[src/rtl/pc_sequencer_pkg.sv]
// pc_sequencer_pkg: shared state encodings, next-PC selects and fetch constants
package pc_sequencer_pkg;

    typedef enum logic [1:0] {
        SEQ_BOOT = 2'd0,
        SEQ_RUN  = 2'd1,
        SEQ_PEND = 2'd2
    } seq_state_e;

    typedef enum logic [1:0] {
        SEL_RST  = 2'd0,
        SEL_SEQ  = 2'd1,
        SEL_TGT  = 2'd2,
        SEL_PEND = 2'd3
    } pc_sel_e;

    localparam int INSTR_BYTES = 4;
    localparam int ALIGN_MASK  = 3;

endpackage

[src/rtl/pc_next_mux.sv]
// pc_next_mux: picks the next fetch address and forces word alignment
module pc_next_mux
    import pc_sequencer_pkg::*;
#(
    parameter int              XLEN         = 32,
    parameter logic [XLEN-1:0] RESET_VECTOR = '0
) (
    input  pc_sel_e         sel,
    input  logic [XLEN-1:0] pc,
    input  logic [XLEN-1:0] tgt,
    input  logic [XLEN-1:0] pend_tgt,
    output logic [XLEN-1:0] next_pc
);

    logic [XLEN-1:0] raw;

    // select the source, then clear the low address bits; PC+4 wraps naturally
    always_comb begin
        raw = sel == SEL_RST  ? RESET_VECTOR :
              sel == SEL_TGT  ? tgt :
              sel == SEL_PEND ? pend_tgt :
                                pc + XLEN'(INSTR_BYTES);
        next_pc = raw & ~XLEN'(ALIGN_MASK);
    end

endmodule

[src/rtl/pc_sequencer.sv]
// pc_sequencer: PC write/redirect/stall/flush sequencing for the 5-stage pipeline
module pc_sequencer
    import pc_sequencer_pkg::*;
#(
    parameter int              XLEN         = 32,
    parameter logic [XLEN-1:0] RESET_VECTOR = 32'h0000_0000,
    parameter int              CNT_W        = 16
) (
    input  logic             CLK,
    input  logic             RESET,
    input  logic [XLEN-1:0]  PC,
    input  logic             BRANCH_TAKEN,
    input  logic [XLEN-1:0]  BRANCH_TARGET,
    input  logic             JUMP,
    input  logic [XLEN-1:0]  JUMP_TARGET,
    input  logic             IMEM_BUSYWAIT,
    input  logic             DMEM_BUSYWAIT,
    input  logic             LOAD_USE_HAZARD,
    output logic [XLEN-1:0]  NEXT_PC,
    output logic             PC_WE,
    output logic             STALL_IFID,
    output logic             FLUSH_IFID,
    output logic             FLUSH_IDEX,
    output logic [1:0]       SEQ_STATE,
    output logic [CNT_W-1:0] STALL_CYCLES
);

    seq_state_e      state_q, state_d;
    logic [XLEN-1:0] pend_q, pend_d;
    logic [CNT_W-1:0] cnt_q, cnt_d;
    pc_sel_e         sel;
    logic            busy, redir;
    logic [XLEN-1:0] tgt;

    assign busy  = IMEM_BUSYWAIT | DMEM_BUSYWAIT;
    assign redir = JUMP | BRANCH_TAKEN;
    assign tgt   = JUMP ? JUMP_TARGET : BRANCH_TARGET;

    // state, buffered redirect target and stall counter
    always_ff @(posedge CLK) begin
        state_q <= state_d;
        pend_q  <= pend_d;
        cnt_q   <= cnt_d;
    end

    // next state; a redirect seen while memory is busy is parked until it frees up
    always_comb begin
        state_d = state_q;
        pend_d  = pend_q;
        cnt_d   = cnt_q;
        case (state_q)
            SEQ_BOOT: state_d = SEQ_RUN;
            SEQ_RUN: begin
                if (busy && redir) begin
                    state_d = SEQ_PEND;
                    pend_d  = tgt;
                end
            end
            SEQ_PEND: state_d = busy ? SEQ_PEND : SEQ_RUN;
            default:  state_d = SEQ_BOOT;
        endcase
        if ((state_q == SEQ_RUN || state_q == SEQ_PEND) && !PC_WE && cnt_q != '1)
            cnt_d = cnt_q + CNT_W'(1);
        if (RESET) begin
            state_d = SEQ_BOOT;
            pend_d  = '0;
            cnt_d   = '0;
        end
    end

    // outputs; in RUN busy beats redirect beats load-use so older work is never dropped
    always_comb begin
        PC_WE      = 1'b0;
        sel        = SEL_SEQ;
        STALL_IFID = 1'b0;
        FLUSH_IFID = 1'b0;
        FLUSH_IDEX = 1'b0;
        if (RESET || state_q == SEQ_BOOT) begin
            PC_WE      = !RESET;
            sel        = SEL_RST;
            FLUSH_IFID = 1'b1;
            FLUSH_IDEX = 1'b1;
        end else if (state_q == SEQ_RUN) begin
            if (busy) begin
                STALL_IFID = 1'b1;
            end else if (redir) begin
                PC_WE      = 1'b1;
                sel        = SEL_TGT;
                FLUSH_IFID = 1'b1;
                FLUSH_IDEX = 1'b1;
            end else if (LOAD_USE_HAZARD) begin
                STALL_IFID = 1'b1;
                FLUSH_IDEX = 1'b1;
            end else begin
                PC_WE = 1'b1;
            end
        end else if (state_q == SEQ_PEND) begin
            if (busy) begin
                STALL_IFID = 1'b1;
            end else begin
                PC_WE      = 1'b1;
                sel        = SEL_PEND;
                FLUSH_IFID = 1'b1;
                FLUSH_IDEX = 1'b1;
            end
        end else begin
            sel        = SEL_RST;
            FLUSH_IFID = 1'b1;
            FLUSH_IDEX = 1'b1;
        end
    end

    pc_next_mux #(
        .XLEN        (XLEN),
        .RESET_VECTOR(RESET_VECTOR)
    ) u_mux (
        .sel     (sel),
        .pc      (PC),
        .tgt     (tgt),
        .pend_tgt(pend_q),
        .next_pc (NEXT_PC)
    );

    assign SEQ_STATE    = state_q;
    assign STALL_CYCLES = cnt_q;

endmodule
[config.mk]
export PLATFORM = sky130hd
export DESIGN_NAME = pc_sequencer
export DESIGN_NICKNAME = d
export VERILOG_FILES = /design/src/rtl/pc_sequencer_pkg.sv /design/src/rtl/pc_next_mux.sv /design/src/rtl/pc_sequencer.sv
export SDC_FILE = /design/constraint.sdc
export NUM_CORES = 1
export LEC_CHECK = 0
export ABC_AREA = 1
export CAP_MARGIN = 5
export CORE_ASPECT_RATIO = 1.25
export CORE_MARGIN = 2
export CORE_UTILIZATION = 49
export DETAILED_ROUTE_END_ITERATION = 12
export GPL_TIMING_DRIVEN = 1
export MAX_ROUTING_LAYER = met4
export PLACE_DENSITY = 0.95
export SLEW_MARGIN = 20
export SYNTH_ARGS = -nofsm -noshare
export SYNTH_HDL_FRONTEND = slang
export SYNTH_SLANG_ARGS = --single-unit
export TNS_END_PERCENT = 30
[constraint.sdc]
create_clock -name CLK -period 5.4 [get_ports CLK]
set_input_delay 1.08 -clock CLK [delete_from_list [all_inputs] [get_ports CLK]]
set_output_delay 1.08 -clock CLK [all_outputs]
set_load 0.05 [all_outputs]
After elaboration in Yosys (flattened, before gate mapping)
Index checks and enable logic that the tools add are counted.
{"block": "totals", "register_bits": 50, "input_bits": 103, "out_inout_bits": 54, "word_cells": 59}
{"block": "classes", "bitwise_logic": 2, "muxes": 36, "n_eq_ne": 6, "reduce_logical": 10, "n_addsub": 2}
{"operator": "2-to-1 mux 32 bit", "count": 4}
{"operator": "adder 32 x 3 -> 32 bit (second input constant)", "count": 1}
{"operator": "2-to-1 mux 1 bit", "count": 23}
{"operator": "adder 16 x 1 -> 16 bit (second input constant)", "count": 1}
{"operator": "2-to-1 mux 2 bit", "count": 8}
{"operator": "inequality test 16 bit (second input constant)", "count": 1}
{"operator": "equality test 2 bit (second input constant)", "count": 3}
{"operator": "case mux 2 bit (3 select lines)", "count": 1}
{"operator": "logical NOT 2 bit", "count": 2}
{"operator": "logical AND 1 bit", "count": 3}
{"operator": "equality test 2 x 1 -> 1 bit (second input constant)", "count": 1}
{"operator": "logical NOT 1 bit", "count": 2}
{"operator": "logical OR 1 bit", "count": 2}
{"operator": "inequality test 2 bit (second input constant)", "count": 1}
{"operator": "OR 1 bit", "count": 2}
{"operator": "AND reduction 2 bit", "count": 1}

Logic depth before layout (Yosys ltp)
Gate-level depths: netlist of run 1.
{"block": "logic_depth", "word_depth": 9, "ltp_mapped": 13, "depth_no_buf": 13}

Hierarchy
Synthesis of run 1 repeated with hierarchy kept, for this count alone.
{"block": "hier_totals", "hier_cells": 779, "area_unflattened_um2": 4468.0}
{"mod": "pc_sequencer", "cells_per_inst": 451, "n_inst": 1, "area_per_inst_um2": 2941.6, "seq_area_each_um2": 1001.0}
{"mod": "pc_next_mux", "cells_per_inst": 328, "n_inst": 1, "area_per_inst_um2": 1526.5, "seq_area_each_um2": 0.0}

Least setup slack after synthesis of run 1
No wires, ideal clock.
{"block": "synth_path", "kind": "in2out", "from": "input DMEM_BUSYWAIT", "to": "output NEXT_PC[11]", "path_stages": 7, "t_arrival_ns": 2.945, "required_ns": 4.320, "setup_slack_ns": 1.375, "n_path_buf": 0, "cell_sequence": "nor2_4 nand3_4 nand2_4 nand2_4 clkinv_2 nand2_1 o21ai_0"}
{"block": "synth_between", "elab_chain_cells": 9, "elab_cells_between_ends": 12, "classes_between": "eq/ne: 2; mux: 8; bitwise: 1; reduce/logical: 1"}
{"item": "start, declared", "line_no": "pc_sequencer.sv:17", "text": "input logic DMEM_BUSYWAIT,"}
{"item": "OR 1 bit *", "line_no": "pc_sequencer.sv:35", "text": "assign busy = IMEM_BUSYWAIT | DMEM_BUSYWAIT;"}
{"item": "2-to-1 mux 2 bit", "line_no": "pc_sequencer.sv:98", "text": "if (busy) begin"}
{"item": "2-to-1 mux 2 bit", "line_no": "pc_sequencer.sv:97", "text": "end else if (state_q == SEQ_PEND) begin"}
{"item": "2-to-1 mux 2 bit *", "line_no": "pc_sequencer.sv:83", "text": "end else if (state_q == SEQ_RUN) begin"}
{"item": "2-to-1 mux 2 bit *", "line_no": "pc_sequencer.sv:78", "text": "if (RESET || state_q == SEQ_BOOT) begin"}
{"item": "equality test 2 bit", "line_no": "pc_next_mux.sv:21", "text": "sel == SEL_PEND ? pend_tgt :"}
{"item": "2-to-1 mux 32 bit", "line_no": "pc_next_mux.sv:21"}
{"item": "2-to-1 mux 32 bit", "line_no": "pc_next_mux.sv:20", "text": "sel == SEL_TGT ? tgt :"}
{"item": "2-to-1 mux 32 bit *", "line_no": "pc_next_mux.sv:19", "text": "raw = sel == SEL_RST ? RESET_VECTOR :"}
{"item": "end, declared", "line_no": "pc_sequencer.sv:19", "text": "output logic [XLEN-1:0] NEXT_PC,"}
Every way passes the cells marked *; elsewhere a longest branch is shown, timed or not.

Worst setup path in the final report of run 1
{"block": "layout_path", "from": "input BRANCH_TAKEN", "to": "output NEXT_PC[31]"}
{"block": "layout_between", "elab_chain_cells": 9, "elab_cells_between_ends": 11, "classes_between": "eq/ne: 2; mux: 7; bitwise: 1; reduce/logical: 1"}
{"item": "start, declared", "line_no": "pc_sequencer.sv:12", "text": "input logic BRANCH_TAKEN,"}
{"item": "OR 1 bit *", "line_no": "pc_sequencer.sv:36", "text": "assign redir = JUMP | BRANCH_TAKEN;"}
{"item": "2-to-1 mux 2 bit *", "line_no": "pc_sequencer.sv:86", "text": "end else if (redir) begin"}
{"item": "2-to-1 mux 2 bit *", "line_no": "pc_sequencer.sv:84", "text": "if (busy) begin"}
{"item": "2-to-1 mux 2 bit *", "line_no": "pc_sequencer.sv:83"}
{"item": "2-to-1 mux 2 bit *", "line_no": "pc_sequencer.sv:78"}
{"item": "equality test 2 bit", "line_no": "pc_next_mux.sv:21"}
{"item": "2-to-1 mux 32 bit", "line_no": "pc_next_mux.sv:21"}
{"item": "2-to-1 mux 32 bit", "line_no": "pc_next_mux.sv:20"}
{"item": "2-to-1 mux 32 bit *", "line_no": "pc_next_mux.sv:19"}
Marked as above.

==> impl_metrics.env, run 1 <==
export IMPL_drcViolationCount=0
export IMPL_fin_area_um2=6130
export IMPL_synth_avg_cell_area_um2=5.93
export IMPL_synth_area_leaders="dfxtp_1 23%, nand2_1 20%, a21oi_1 9.5%"
export IMPL_setup_viol=0
export IMPL_cp_num_buf_inv=4
export IMPL_cts_hold_buf=0
export IMPL_insertedDiodeCount=0
export IMPL_min_period_over_period=0.820
export IMPL_antenna_found_initial=0
export IMPL_synthFlopType="dfxtp_1"
export IMPL_period_needed_ps=4430
export IMPL_via_count=5268
export IMPL_grt_max_degree=46
export IMPL_path_common_cell="nand2_1"
export IMPL_p_int_mw=0.953
export IMPL_finalSetupTns_ps=0
export IMPL_clock_tree_root_cell="clkbuf_8"
export IMPL_path_delay_family="simple AND/OR/NAND/NOR gates"
export IMPL_fin_cells=936
export IMPL_power_frac_seq=0.257
export IMPL_die_area_um2=9370
export IMPL_post_dp_hpwl_um=10700
export IMPL_crit_chain="clkdlybuf4s50_1 -> inv_1 -> nand2_1 -> nand3_4 -> nand2_2 -> nor2_4 -> inv_4 -> nand2_1 -> o211ai_1 -> nor2_1 -> buf_12"
export IMPL_cts_inserted_buffers=5
export IMPL_power_mw=1.70
export IMPL_drt_iter0_drc=485
export IMPL_async_flop_share=0
export IMPL_p_leak_nw=2.50
export IMPL_finalMaxSlewViolations=0
export IMPL_r2r_setup_slack_ps=2680
export IMPL_die_w_um=87.0
export IMPL_core_area_um2=8290
export IMPL_criticalPathCategory="input port to output pin"
export IMPL_htree_levels=2
export IMPL_synthDistinctLibCells=43
export IMPL_cts_max_path_buffers=2
export IMPL_hp_class="register to register"
export IMPL_cts_tree="done"
export IMPL_relSlewSlack=0.424
export IMPL_pwr_share_comb=0.565
export IMPL_pin_count=157
export IMPL_drt_vias_per_instance=5.63
export IMPL_ctsResizeCount=0
export IMPL_worstPathRequired_ps=4320
export IMPL_critPathCaptureType="output pin"
export IMPL_p_clk_frac=0.178
export IMPL_place_ws_ps=1010
export IMPL_yosysTopAreaCell="dfxtp_1"
export IMPL_ys_seq_elements=48
export IMPL_wl_um=14100
export IMPL_synth_cells=711
export IMPL_fmax_mhz=226
export IMPL_tightest_slew_ps=864
export IMPL_p_sw_frac=0.440
export IMPL_fin_skew_ps=9.92
export IMPL_final_cell_mix="224 x nand2_1, 114 x clkdlybuf4s50_1, 80 x a21oi_1"
export IMPL_grt_pass1_vias=4803
export IMPL_dr_pass1_iters=5
export IMPL_start_util=0.509
export IMPL_status="completed"
export IMPL_place_inst=929
export IMPL_rsz0062_at_grt="no"
export IMPL_synth_warnings=0
export IMPL_synth_top_cell_area_share=0.228
export IMPL_yosysSeqAreaShare=0.228
export IMPL_rows=37
export IMPL_p_switching_mw=0.750
export IMPL_start_kind="input port"
export IMPL_cts_sinks=48
export IMPL_place_area_um2=6010
export IMPL_maxCapViolCount=0
export IMPL_post_cts_buffers=0
export IMPL_wl_per_cell_um=15.0
export IMPL_syn_area_um2=4220
export IMPL_clkTransAtPathRegs_ps=90
export IMPL_ant_nets=0
export IMPL_powerDensity_nw_per_um2=278
export IMPL_die_y_um=108
export IMPL_drive_above_1_share=0.0870
export IMPL_slowest_delay_ps=400
export IMPL_gr_usage_all_layers=0.299
export IMPL_grt_ovfl_total=0
export IMPL_crit_arrival_ps=3350
export IMPL_critPathMaxFanout=28
export IMPL_irDropWorstVdd_uv=218
export IMPL_area_growth_syn_to_layout_pct=45.5
export IMPL_final_common_cell="nand2_1"
export IMPL_hold_viol_final=0
export IMPL_fin_nets=948
export IMPL_synth_edf_count=0
export IMPL_setup_ws_ps=970
export IMPL_gp_congestion=1.00
export IMPL_cp_slowest_cell="clkdlybuf4s50_1"
export IMPL_grt_pass1_wl_um=22100
export IMPL_clock_latency_ps=310
export IMPL_portBuffers=148
[tightest hold or removal path: stages, from the launching register on]
cell	delay, ps
dfxtp_1	310
inv_1	60
a21oi_1	50
[kinds of logic after synthesis]
| kind of cell | Yosys count | synth area share |
|---|---|---|
| muxes | 11 | 0.0261 |
| adders and majority gates | 6 | 0.0178 |
| buffers and inverters | 95 | 0.101 |
| other | 1 | 0.000889 |
| xor gates and xnor gates | 17 | 0.0353 |
| DFF | 48 | 0.228 |
| AOI/OAI and AO/OA | 140 | 0.179 |
| and+or+nand+nor | 393 | 0.412 |
[routing by layer]
layer  up-vias  global-route usage  routed length [um]
met4         0               0.115                 508
met5         -                   -                   0
met1      2391               0.335                5530
li1       2584                   -                   -
met3        46              0.0460                1180
met2       247               0.528                6850
[metrics by stage]
| step | hold slack [ps] | utilization |
|---|---|---|
| after detailed placement | 442 | 0.725 |
| final | 455 | 0.740 |
| after floorplan | 424 | - |
| after global placement | 436 | 0.725 |
| after global routing | 469 | 0.740 |
| after CTS | 455 | 0.740 |
[worst paths after layout]
check / from / to / cells past startpoint
setup / recovery: BRANCH_TAKEN / NEXT_PC[31] / 11
setup reg to reg: SEQ_STATE[1] / STALL_CYCLES[0] / 10
hold reg to reg: pend_q[27] / pend_q[27] / 2
hold / removal: pend_q[27] / pend_q[27] / 2
[power by group through the flow]
stage | clock network (mW) | registers [mW] | logic, mW
2_1_floorplan | 0 | 0.481 | 0.560
3_3_place_gp | 0 | 0.443 | 0.933
3_5_place_dp | 0 | 0.444 | 0.952
4_1_cts | 0.305 | 0.437 | 0.958
5_1_grt | 0.320 | 0.443 | 1.02
6_report | 0.304 | 0.437 | 0.962
[registers in the layout, summed over array words and instances (netlist names)]
name          flops
SEQ_STATE         2
pend_q           30
STALL_CYCLES     16
[final cells by class]
type                       instances  area (um2)
multi-input combinational        569        2830
fill                             612        2150
timing repair buffer             152        1850
sequential                        48         961
inverter                          63         240
tap                               97         121
clock buffer                       5        68.8
clock inverter                     2        60.1
[synth_stat cells, drive strengths merged (3+ instances only)]
master	number
nand4	21
o21bai	5
or2	7
nand3	51
nand3b	3
a21oi	81
inv	62
dfxtp	48
o21ai	45
mux2i	11
xor2	12
o22ai	3
ha	6
xnor2	5
nor3	7
nand2	227
nor2	75
buf	24
clkbuf	8
Note: power is estimated with default switching activity, not from simulation.
==> inputs of run 2 (changes only) <==
--- a/config.mk
+++ b/config.mk
@@ -9,7 +9,7 @@
 export CAP_MARGIN = 5
 export CORE_ASPECT_RATIO = 1.25
 export CORE_MARGIN = 2
-export CORE_UTILIZATION = 49
+export CORE_UTILIZATION = 46
 export DETAILED_ROUTE_END_ITERATION = 12
 export GPL_TIMING_DRIVEN = 1
 export MAX_ROUTING_LAYER = met4
==> constraint.sdc (replaced) <==
create_clock -name CLK -period 4.6 [get_ports CLK]
set_input_delay 0.92 -clock CLK [delete_from_list [all_inputs] [get_ports CLK]]
set_output_delay 0.92 -clock CLK [all_outputs]
set_load 0.05 [all_outputs]
==> impl_metrics.env, run 2 (synthesis gave the netlist of run 1 again) <==
export IMPL_met3_usage=0.0491
export IMPL_fillCellCount=734
export IMPL_status="completed"
export IMPL_cts_tree="done"
export IMPL_relSlewSlack=0.302
export IMPL_core_area_um2=9030
export IMPL_holdWs_ps=449
export IMPL_crit_arrival_ps=3170
export IMPL_min_period_over_period=0.889
export IMPL_post_dp_hpwl_um=11100
export IMPL_pin_count=157
export IMPL_setup_viol=0
export IMPL_cts_max_path_buffers=2
export IMPL_fin_skew_ps=5.83
export IMPL_finalMaxSlewViolations=0
export IMPL_grt_use_met1=0.312
export IMPL_fin_nets=950
export IMPL_drt_iter0_drc=369
export IMPL_clock_tree_root_cell="clkbuf_16"
export IMPL_post_cts_buffers=0
export IMPL_wl_um=14200
export IMPL_critPathMaxFanout=4
export IMPL_gp_congestion=1.02
export IMPL_grt_ovfl_total=0
export IMPL_grt_max_degree=36
export IMPL_cts_hold_buf=0
export IMPL_tightest_slew_ps=1040
export IMPL_wl_per_cell_um=14.8
export IMPL_worstPathRequired_ps=3680
export IMPL_gr_usage_all_layers=0.284
export IMPL_antenna_found_initial=0
export IMPL_final_cell_mix="224 x nand2_1, 114 x clkdlybuf4s50_1, 80 x a21oi_1"
export IMPL_die_y_um=111
export IMPL_multi_input_area_um2=2830
export IMPL_hold_viol_final=0
export IMPL_hp_class="register to register"
export IMPL_cts_inserted_buffers=5
export IMPL_finalSetupTns_ps=0
export IMPL_drt_vias_per_instance=5.44
export IMPL_die_w_um=89.6
export IMPL_rows=39
export IMPL_regMostFlops="pend_q"
export IMPL_grt_pass1_wl_um=22300
export IMPL_power_mw=2.01
export IMPL_p_leak_nw=2.52
export IMPL_final_common_cell="nand2_1"
export IMPL_cts_sinks=48
export IMPL_clkTransAtPathRegs_ps=70
export IMPL_drcViolationCount=0
export IMPL_area_growth_syn_to_layout_pct=47.0
export IMPL_rsz0062_at_grt="no"
export IMPL_start_util=0.467
export IMPL_clock_latency_ps=280
export IMPL_die_area_um2=9950
export IMPL_ant_nets=0
export IMPL_powerDensity_nw_per_um2=324
export IMPL_busiest_layer="met2"
export IMPL_criticalPathCategory="input port to output pin"
export IMPL_period_needed_ps=4090
export IMPL_htree_levels=2
export IMPL_ctsResizeCount=0
export IMPL_insertedDiodeCount=0
export IMPL_via_count=5246
export IMPL_seq_area_um2=961
export IMPL_largest_reg_flops=30
export IMPL_portBuffers=148
export IMPL_fmax_mhz=244
export IMPL_groute_layer_met2_usage=0.492
export IMPL_grt_pass1_vias=4969
export IMPL_irDropWorstVdd_uv=341
export IMPL_maxCapViolCount=0
export IMPL_dr_pass1_iters=5
export IMPL_critPathCaptureType="output pin"
export IMPL_drive_above_1_share=0.0903
export IMPL_start_kind="input port"
[run 2: worst paths after layout]
check               start           to  slack, ps  cells past startpoint
max                 PC[2]  NEXT_PC[30]        510                     11
min            pend_q[27]   pend_q[27]        450                      2
max reg2reg  SEQ_STATE[1]   pend_q[29]       1910                      6
min reg2reg    pend_q[27]   pend_q[27]        450                      2
[run 2: power breakdown]
group	switching, mW	total (mW)	internal [mW]
logic	0.699	1.13	0.436
clock network	0.156	0.357	0.200
registers	0.0372	0.514	0.477
total	0.892	2.01	1.11
[run 2: stage by stage]
| step | instance area (um2) | setup WS (ps) | cells | utilization |
|---|---|---|---|---|
| 3_3_place_gp | 6050 | 586 | 957 | 0.671 |
| 4_1_cts | 6200 | 554 | 965 | 0.686 |
| 5_1_grt | 6200 | 352 | 965 | 0.686 |
| 3_5_place_dp | 6050 | 560 | 957 | 0.671 |
| 6_report | 6200 | 510 | 965 | 0.686 |
| 2_1_floorplan | 4220 | 855 | 712 | - |
[run 2: final cells by class]
type / count / share of cell area
tap: 123 / 0.0248
timing repair buffer: 154 / 0.301
clock buffer: 5 / 0.0202
sequential: 48 / 0.155
inverter: 63 / 0.0388
multi-input combinational: 569 / 0.457
clock inverter: 3 / 0.00303
[run 2: layer usage]
| layer | up-vias | share of wire | wire length [um] |
|---|---|---|---|
| li1 | 2577 | - | - |
| met1 | 2336 | 0.37 | 5290 |
| met2 | 282 | 0.49 | 7040 |
| met3 | 51 | 0.091 | 1290 |
| met4 | 0 | 0.043 | 617 |
| met5 | - | 0 | 0 |
[run 2: critical path: stages]
cell and delay, ps:
clkdlybuf4s50_1 530, ha_1 180, nand2_1 90, nor2_1 200, nand2_1 160, nor2_1 260
nand3_1 110, nand3_1 110, nand2_1 60, a21oi_1 350, buf_12 190
==> inputs of run 3 (changes only) <==
--- a/config.mk
+++ b/config.mk
@@ -10,6 +10,7 @@
 export CORE_ASPECT_RATIO = 1.25
 export CORE_MARGIN = 2
 export CORE_UTILIZATION = 46
+export CTS_BUF_LIST = sky130_fd_sc_hd__clkbuf_16
 export DETAILED_ROUTE_END_ITERATION = 12
 export GPL_TIMING_DRIVEN = 1
 export MAX_ROUTING_LAYER = met4
==> results of run 3 <==
The final DEF is identical to that of run 2; final timing and power are the same.
